===== src/rtl/dcache_flush_unit.sv =====
// dcache_flush_unit
//   Responder side of the D-cache flush handshake. A rising edge on flush_i
//   starts a walk over every set (outer) and way (inner). Each line is read,
//   written back if it is both valid and dirty, and then invalidated. A
//   one-cycle flush_ack_o pulse marks the end of the walk.
//
//   Optional feature macro: DCACHE_FLUSH_WB_CNT_EN
//     defined     : wb_cnt_o counts write-backs of the most recent flush
//                   (saturating, cleared at flush start, held afterwards)
//     not defined : no counter is built and wb_cnt_o is tied to zero
//
// Ports
//   clk_i, rst_ni                    clock, asynchronous active-low reset
//   flush_i / flush_ack_o            flush request level / completion pulse
//   busy_o                           walk in progress (any state but IDLE)
//   rd_req_o / rd_gnt_i              array read handshake
//   rd_idx_o, rd_way_o               read location
//   rd_line_valid_i, rd_dirty_i      line status, one cycle after rd_gnt_i
//   rd_tag_i, rd_data_i              line contents, same cycle as status
//   wb_req_o / wb_gnt_i              write-back handshake
//   wb_addr_o, wb_data_o             {tag, idx, zero offset}, line data
//   inv_req_o / inv_gnt_i            invalidate handshake
//   inv_idx_o, inv_way_o             invalidate location
//   wb_cnt_o                         write-backs in the last flush
module dcache_flush_unit #(
    parameter int NUM_SETS   = 256,
    parameter int NUM_WAYS   = 8,
    parameter int TAG_WIDTH  = 44,
    parameter int LINE_WIDTH = 128,
    localparam int IDX_W     = $clog2(NUM_SETS),
    localparam int WAY_W     = $clog2(NUM_WAYS),
    localparam int OFF_W     = $clog2(LINE_WIDTH / 8),
    localparam int ADDR_W    = TAG_WIDTH + IDX_W + OFF_W
) (
    input  logic                  clk_i,
    input  logic                  rst_ni,
    input  logic                  flush_i,
    output logic                  flush_ack_o,
    output logic                  busy_o,
    output logic                  rd_req_o,
    input  logic                  rd_gnt_i,
    output logic [IDX_W-1:0]      rd_idx_o,
    output logic [WAY_W-1:0]      rd_way_o,
    input  logic                  rd_line_valid_i,
    input  logic                  rd_dirty_i,
    input  logic [TAG_WIDTH-1:0]  rd_tag_i,
    input  logic [LINE_WIDTH-1:0] rd_data_i,
    output logic                  wb_req_o,
    input  logic                  wb_gnt_i,
    output logic [ADDR_W-1:0]     wb_addr_o,
    output logic [LINE_WIDTH-1:0] wb_data_o,
    output logic                  inv_req_o,
    input  logic                  inv_gnt_i,
    output logic [IDX_W-1:0]      inv_idx_o,
    output logic [WAY_W-1:0]      inv_way_o,
    output logic [15:0]           wb_cnt_o
);

    typedef enum logic [2:0] {
        IDLE = 3'd0,
        READ = 3'd1,
        WAIT = 3'd2,
        WB   = 3'd3,
        INV  = 3'd4,
        DONE = 3'd5
    } state_e;

    state_e                  state_r;
    state_e                  state_s;
    logic                    flush_q_r;
    logic [IDX_W-1:0]        idx_r;
    logic [WAY_W-1:0]        way_r;
    logic [TAG_WIDTH-1:0]    tag_r;
    logic [LINE_WIDTH-1:0]   data_r;
    logic                    start_s;
    logic                    last_s;

    // Only a fresh rising edge seen while idle starts a walk; a held level never does.
    assign start_s = (state_r == IDLE) && flush_i && !flush_q_r;
    assign last_s  = (idx_r == IDX_W'(NUM_SETS - 1)) && (way_r == WAY_W'(NUM_WAYS - 1));

    // State register.
    always_ff @(posedge clk_i or negedge rst_ni) begin
        if (!rst_ni) begin
            state_r <= IDLE;
        end else begin
            state_r <= state_s;
        end
    end

    // Next-state logic; grants are only looked at in the state that requests them.
    always_comb begin
        state_s = state_r;
        case (state_r)
            IDLE: begin
                if (start_s) state_s = READ;
                else         state_s = IDLE;
            end
            READ: begin
                if (rd_gnt_i) state_s = WAIT;
                else          state_s = READ;
            end
            WAIT: begin
                // An invalid line is never written back, whatever its dirty bit says.
                if (rd_line_valid_i && rd_dirty_i) state_s = WB;
                else                               state_s = INV;
            end
            WB: begin
                if (wb_gnt_i) state_s = INV;
                else          state_s = WB;
            end
            INV: begin
                if (inv_gnt_i && last_s)  state_s = DONE;
                else if (inv_gnt_i)       state_s = READ;
                else                      state_s = INV;
            end
            DONE:    state_s = IDLE;
            default: state_s = IDLE;
        endcase
    end

    // Moore output decode from the registered state.
    always_comb begin
        rd_req_o    = 1'b0;
        wb_req_o    = 1'b0;
        inv_req_o   = 1'b0;
        flush_ack_o = 1'b0;
        busy_o      = 1'b1;
        case (state_r)
            IDLE:    busy_o      = 1'b0;
            READ:    rd_req_o    = 1'b1;
            WAIT:    busy_o      = 1'b1;
            WB:      wb_req_o    = 1'b1;
            INV:     inv_req_o   = 1'b1;
            DONE:    flush_ack_o = 1'b1;
            default: busy_o      = 1'b0;
        endcase
    end

    // Request-edge history for flush_i.
    always_ff @(posedge clk_i or negedge rst_ni) begin
        if (!rst_ni) begin
            flush_q_r <= 1'b0;
        end else begin
            flush_q_r <= flush_i;
        end
    end

    // Set/way walk counters: way is the inner loop, set the outer one.
    always_ff @(posedge clk_i or negedge rst_ni) begin
        if (!rst_ni) begin
            idx_r <= {IDX_W{1'b0}};
            way_r <= {WAY_W{1'b0}};
        end else if (start_s) begin
            idx_r <= {IDX_W{1'b0}};
            way_r <= {WAY_W{1'b0}};
        end else if ((state_r == INV) && inv_gnt_i && !last_s) begin
            if (way_r == WAY_W'(NUM_WAYS - 1)) begin
                way_r <= {WAY_W{1'b0}};
                idx_r <= idx_r + {{(IDX_W-1){1'b0}}, 1'b1};
            end else begin
                way_r <= way_r + {{(WAY_W-1){1'b0}}, 1'b1};
            end
        end
    end

    // Line capture; the array presents contents during WAIT and they stay
    // frozen for the whole (possibly stalled) write-back.
    always_ff @(posedge clk_i or negedge rst_ni) begin
        if (!rst_ni) begin
            tag_r  <= {TAG_WIDTH{1'b0}};
            data_r <= {LINE_WIDTH{1'b0}};
        end else if (state_r == WAIT) begin
            tag_r  <= rd_tag_i;
            data_r <= rd_data_i;
        end
    end

    assign rd_idx_o  = idx_r;
    assign rd_way_o  = way_r;
    assign inv_idx_o = idx_r;
    assign inv_way_o = way_r;
    assign wb_addr_o = {tag_r, idx_r, {OFF_W{1'b0}}};
    assign wb_data_o = data_r;

`ifdef DCACHE_FLUSH_WB_CNT_EN
    logic [15:0] wb_cnt_r;

    // Write-back counter: cleared at flush start, saturating, held after DONE.
    always_ff @(posedge clk_i or negedge rst_ni) begin
        if (!rst_ni) begin
            wb_cnt_r <= 16'd0;
        end else if (start_s) begin
            wb_cnt_r <= 16'd0;
        end else if ((state_r == WB) && wb_gnt_i && (wb_cnt_r != 16'hFFFF)) begin
            wb_cnt_r <= wb_cnt_r + 16'd1;
        end
    end

    assign wb_cnt_o = wb_cnt_r;
`else
    assign wb_cnt_o = 16'd0;
`endif

endmodule


===== config.mk =====
export PLATFORM = sky130hd
export DESIGN_NAME = dcache_flush_unit
export DESIGN_NICKNAME = d
export VERILOG_FILES = /design/src/rtl/dcache_flush_unit.sv
export SDC_FILE = /design/constraint.sdc
export NUM_CORES = 1
export LEC_CHECK = 0
export ABC_AREA = 1
export BUFFER_PORTS_ARGS = -buffer_cell sky130_fd_sc_hd__buf_4
export CORE_UTILIZATION = 33
export CTS_CLUSTER_SIZE = 24
export DETAILED_ROUTE_END_ITERATION = 12
export PLACE_DENSITY = 0.66
export SLEW_MARGIN = 20
export SYNTH_ARGS = -nofsm -noshare
export SYNTH_HDL_FRONTEND = slang
export SYNTH_SLANG_ARGS = --single-unit

===== constraint.sdc =====
create_clock -name clk_i -period 2.93 [get_ports clk_i]
set_input_delay 0.586 -clock clk_i [delete_from_list [all_inputs] [get_ports clk_i]]
set_output_delay 0.586 -clock clk_i [all_outputs]
set_load 0.01 [all_outputs]

# Word-level counts from Yosys, hierarchy flattened
# Index checks and enable logic that the tools add are counted.
[word_totals]
regBits = 187
elab_cells = 47
[op_classes]
n_addsub = 2
n_eq_ne = 7
n_mux = 18
reduce_logical = 14
[op_table]
columns = ["operator", "count"]
rows = [
  ["2-to-1 mux 8 bit", 3],
  ["2-to-1 mux 3 bit", 7],
  ["case mux 3 bit (5 select lines)", 1],
  ["== test 3 bit (second input constant)", 3],
  ["adder 8 x 1 -> 8 bit (second input constant)", 1],
  ["== test 8 bit (second input constant)", 1],
  ["logical AND 1 bit", 7],
  ["== test 3 x 2 -> 1 bit (second input constant)", 2],
  ["2-to-1 mux 1 bit", 6],
  ["OR reduction 5 bit", 1],
  ["nonzero test 2 bit", 2],
  ["adder 3 x 1 -> 3 bit (second input constant)", 1],
  ["== test 3 x 1 -> 1 bit (second input constant)", 1],
  ["zero test 3 bit", 1],
  ["zero test 1 bit", 2],
  ["2-to-1 mux 2 bit", 1],
  ["AND reduction 2 bit", 1],
]

# Longest topological paths before layout
[depth]
ltp_word = 6
depth_mapped = 10
mapped_depth_nobuf = 10

# Worst setup path before layout
# OpenSTA, ideal clock, no wires.
[synth_timing]
path_type = "register to register"
from = "register way_r[0], in the netlist inv_way_o[0]"
to = "register idx_r[6], in the netlist inv_idx_o[6]"
setup_time_ns = 0.118
arrival_ns = 1.428
path_slack_ns = 1.384
stages_incl_launch_ff = 11
path_buffers = 0
path_cell_list = "dfrtp_1 -> ha_1 -> ha_1 -> inv_1 -> nor2_1 -> nand2_2 -> nand2_4 -> nand2_8 -> nand2_8 -> nand2_1 -> nand2_1"
[synth_between]
elab_chain_len = 6
elab_cells_between_ends = 7
classes_between = "1 x eq/ne; 6 x reduce/logical"
[synth_lines]
columns = ["element", "line", "rtl"]
rows = [
  ["start, declared", "72", "logic [WAY_W-1:0] way_r;"],
  ["start signal, assigned", "153", "way_r <= {WAY_W{1'b0}};"],
  ["start signal, assigned", "156", "way_r <= {WAY_W{1'b0}};"],
  ["start signal, assigned", "159", "way_r <= {WAY_W{1'b0}};"],
  ["== test 3 bit (*)", "80, 158", ""],
  ["logical AND 1 bit", "80", "assign last_s = (idx_r == IDX_W'(NUM_SETS - 1)) && (way_r == WAY_W'(NUM_WAYS - 1));"],
  ["zero test 1 bit", "157", "end else if ((state_r == INV) && inv_gnt_i && !last_s) begin"],
  ["logical AND 1 bit", "157", ""],
  ["nonzero test 2 bit (no source line)", "--", ""],
  ["AND reduction 2 bit (no source line) (*)", "--", ""],
  ["end signal, assigned", "152", "idx_r <= {IDX_W{1'b0}};"],
  ["end signal, assigned", "155", "idx_r <= {IDX_W{1'b0}};"],
  ["end signal, assigned", "160", "idx_r <= idx_r + {{(IDX_W-1){1'b0}}, 1'b1};"],
  ["end, declared", "71", "logic [IDX_W-1:0] idx_r;"],
]
# Mark *: on every way between the ends. The rest lies on a longest branch, timed or not.
# A chain may end at the register's enable or synchronous reset.

# Worst setup path in the final report
[layout_timing]
from = "register state_r[0]"
to = "output rd_req_o"
[layout_between]
elab_chain_len = 2
[layout_lines]
columns = ["element", "line", "rtl"]
rows = [
  ["start, declared", "68", "state_e state_r;"],
  ["start signal, assigned", "87", "state_r <= state_s;"],
  ["== test 3 x 1 -> 1 bit", "129", "case (state_r)"],
  ["2-to-1 mux 1 bit", "129", ""],
  ["end, declared", "40", "output logic rd_req_o,"],
]
# Every way passes these cells.

==> results.json <==
{
  "peakVddDrop_mv": 0.616,
  "crit_arrival_ns": 1.51,
  "vias_per_cell": 4.33,
  "ys_seq_area_share_pct": 55.9,
  "rr_startpoint": "state_r[0]",
  "critPathBufInv": 3,
  "critical_path.top_delay_family": "flip-flops",
  "grt_remaining_overflow": 0,
  "cts_tree": "done",
  "final_hold_viol_count": 0,
  "setup_tns_ns": 0,
  "hold_path_class": "in2async",
  "clk_latency_ns": 0.43,
  "port_buffers": 386,
  "yosysWarnings": 0,
  "clock_path_buffers": 2,
  "cts_buffers": 17,
  "max_freq_mhz": 477,
  "place_congestion": 0.775,
  "crit_fanout": 4,
  "grt_pass1_wl_mm": 32.1,
  "layout.nets": 1089,
  "start_kind": "flip-flop",
  "grt_pass1_vias": 5449,
  "syn_avg_cell_area_um2": 15.7,
  "setup_viol": 0,
  "synth-edff-count": 0,
  "antenna_cells": 0,
  "fin_crit_sh_pct": 71.6,
  "async_flop_share_pct": 100,
  "worst-setup-path-type": "reg2out",
  "totalWireLength_mm": 21.5,
  "crit_path_frequent_cell": "nor2_1",
  "first_iter_violations": 273,
  "finClkSkew_ns": 0.0173,
  "drc": 0,
  "crit_start": "state_r[0]",
  "crit_required_ns": 2.34,
  "synth-main-ff-cell": "dfrtp_1",
  "leakage_nw": 6.35,
  "area_growth_pct": 42.5,
  "p_per_area_nw_per_um2": 1120,
  "die_area_um2": 26000,
  "start_util_pct": 34.0,
  "chipHeight_um": 161,
  "drive_gt1_share_pct": 66.4,
  "maxCapViolCount": 0,
  "cp-end-kind": "output port",
  "drv_slew": 0,
  "yosysTopAreaCellShare_pct": 55.9,
  "rsz0062_at_grt": "no",
  "root_buffer": "clkbuf_16",
  "synth.largest_area_cell": "dfrtp_1",
  "synth.area.top_cells": "dfrtp_1 (56%), mux2_4 (28%), buf_4 (3.5%)",
  "cpMaxStageDelayCell": "dfrtp_1",
  "fillCellCount": 2228,
  "grt_max_degree": 94,
  "cts_sinks": 187,
  "status": "completed",
  "track_usage_pct": 16.2,
  "synth-seq-cells": 187,
  "vias": 5377,
  "synthCells": 533,
  "postCtsSetupRepairBufs": 0,
  "path_cells": "inv_2, nor2_1, inv_1, nor2_1, buf_4",
  "post_cts_resize_count": 0,
  "drt_first_pass_iters": 4,
  "ctsHtreeMaxLevel": 4,
  "place_area_um2": 11300,
  "final_area_um2": 11900,
  "ys_types": 31,
  "cts_hold_buf": 0,
  "relSlewSlack_pct": 44.4,
  "grt_antenna_before_repair": 0,
  "io_pins": 407,
  "core_um2": 24600,
  "drtAntennaViolNets": 0,
  "clk_transition_reported_paths_ns": 0.08,
  "die_x_um": 161,
  "routedWlPerCell_um": 17.3,
  "cp_slowest_stage_delay_ns": 0.44,
  "period_needed_ns": 2.10,
  "syn_area_um2": 8370,
  "dp_hpwl_mm": 15.8,
  "row_count": 57,
  "worst_pin_slew_ns": 0.833
}
[cell type report]
type | instances | area [um^2] | share of cell area (%)
Sequential cell | 187 | 4680 | 39.3
Clock buffer | 17 | 425 | 3.57
Timing Repair Buffer | 393 | 3010 | 25.2
Tap cell | 324 | 405 | 3.40
Inverter | 16 | 60.1 | 0.504
Clock inverter | 15 | 195 | 1.64
Multi-Input combinational cell | 291 | 3150 | 26.4
[kinds of logic (layout without fill, tap and decap cells)]
group	Yosys count	after routing	synth area share (%)
compound gates	7	7	0.508
xor+xnor	2	2	0.209
fa+ha+maj	3	3	0.449
buf+inv	74	441	7.30
flops	187	187	55.9
mux	172	172	30.2
other cells	1	20	0.0448
simple gates	87	87	5.34
[power breakdown]
part | internal (W) | switching (W) | total (W) | leakage [nW]
sequential | 0.00387 | 0.000801 | 0.00467 | 2.21
combinational | 0.00398 | 0.00237 | 0.00635 | 3.84
clock | 0.00117 | 0.00121 | 0.00238 | 0.300
[per-stage QoR]
| step | util, % | hold slack, ns | instances | setup slack [ns] | power, W |
|---|---|---|---|---|---|
| final | 48.5 | 0.0856 | 1243 | 0.832 | 0.0134 |
| after global routing | 48.5 | 0.0817 | 1243 | 0.736 | 0.0141 |
| after CTS | 48.5 | 0.0691 | 1243 | 0.811 | 0.0136 |
| after global placement | 45.9 | 0.490 | 1211 | 1.20 | 0.0110 |
| after detailed placement | 45.9 | 0.493 | 1211 | 1.19 | 0.0111 |
| after floorplan | - | 0.290 | 552 | 1.38 | 0.00843 |
[routing by layer]
layer	global-route usage [%]	vias up	share of wire, %
met2	27.8	229	51
met1	20.1	2651	42
met5	0	-	0
li1	-	2488	-
met3	4.37	9	6.8
met4	4.25	0	0.71
[registers in the layout, indices dropped and copies added, names as in the netlist]
signal and cells:
wb_data_o 128, tag_r 44, inv_idx_o 8, inv_way_o 3, state_r 3, flush_q_r 1
[path summary, 6_finish.rpt]
| kind | to | slack, ns | cells after the start |
|---|---|---|---|
| max in group asynchronous | wb_data_o[82] | 2.16 | 2 |
| max | rd_req_o | 0.83 | 5 |
| min in group clk_i | flush_q_r | 0.27 | 1 |
| max reg2reg | wb_data_o[16] | 1.16 | 4 |
| min | wb_data_o[2] | 0.09 | 1 |
| min reg2reg | wb_data_o[32] | 0.51 | 1 |
[cells in the final DEF (no fill, tap or decap), types with 13 or more instances in the layout]
| cell | synthesis | routed |
|---|---|---|
| nand2_1 | 38 | 38 |
| mux2_2 | 14 | 14 |
| mux2_4 | 158 | 158 |
| conb_1 | 1 | 20 |
| nand3_1 | 16 | 16 |
| nor2_1 | 18 | 18 |
| inv_1 | 13 | 13 |
| buf_4 | 39 | 388 |
| dfrtp_1 | 187 | 187 |
| clkbuf_16 | 0 | 17 |
[Yosys cell counts, drive strengths merged (2+ instances only)]
| master | n |
|---|---|
| mux2 | 172 |
| nand3b | 2 |
| o21ai | 3 |
| o21bai | 3 |
| ha | 3 |
| nand2 | 43 |
| nor3 | 3 |
| buf | 58 |
| dfrtp | 187 |
| inv | 16 |
| nor2 | 19 |
| nand3 | 18 |
Power figures use the tool's default switching activity.
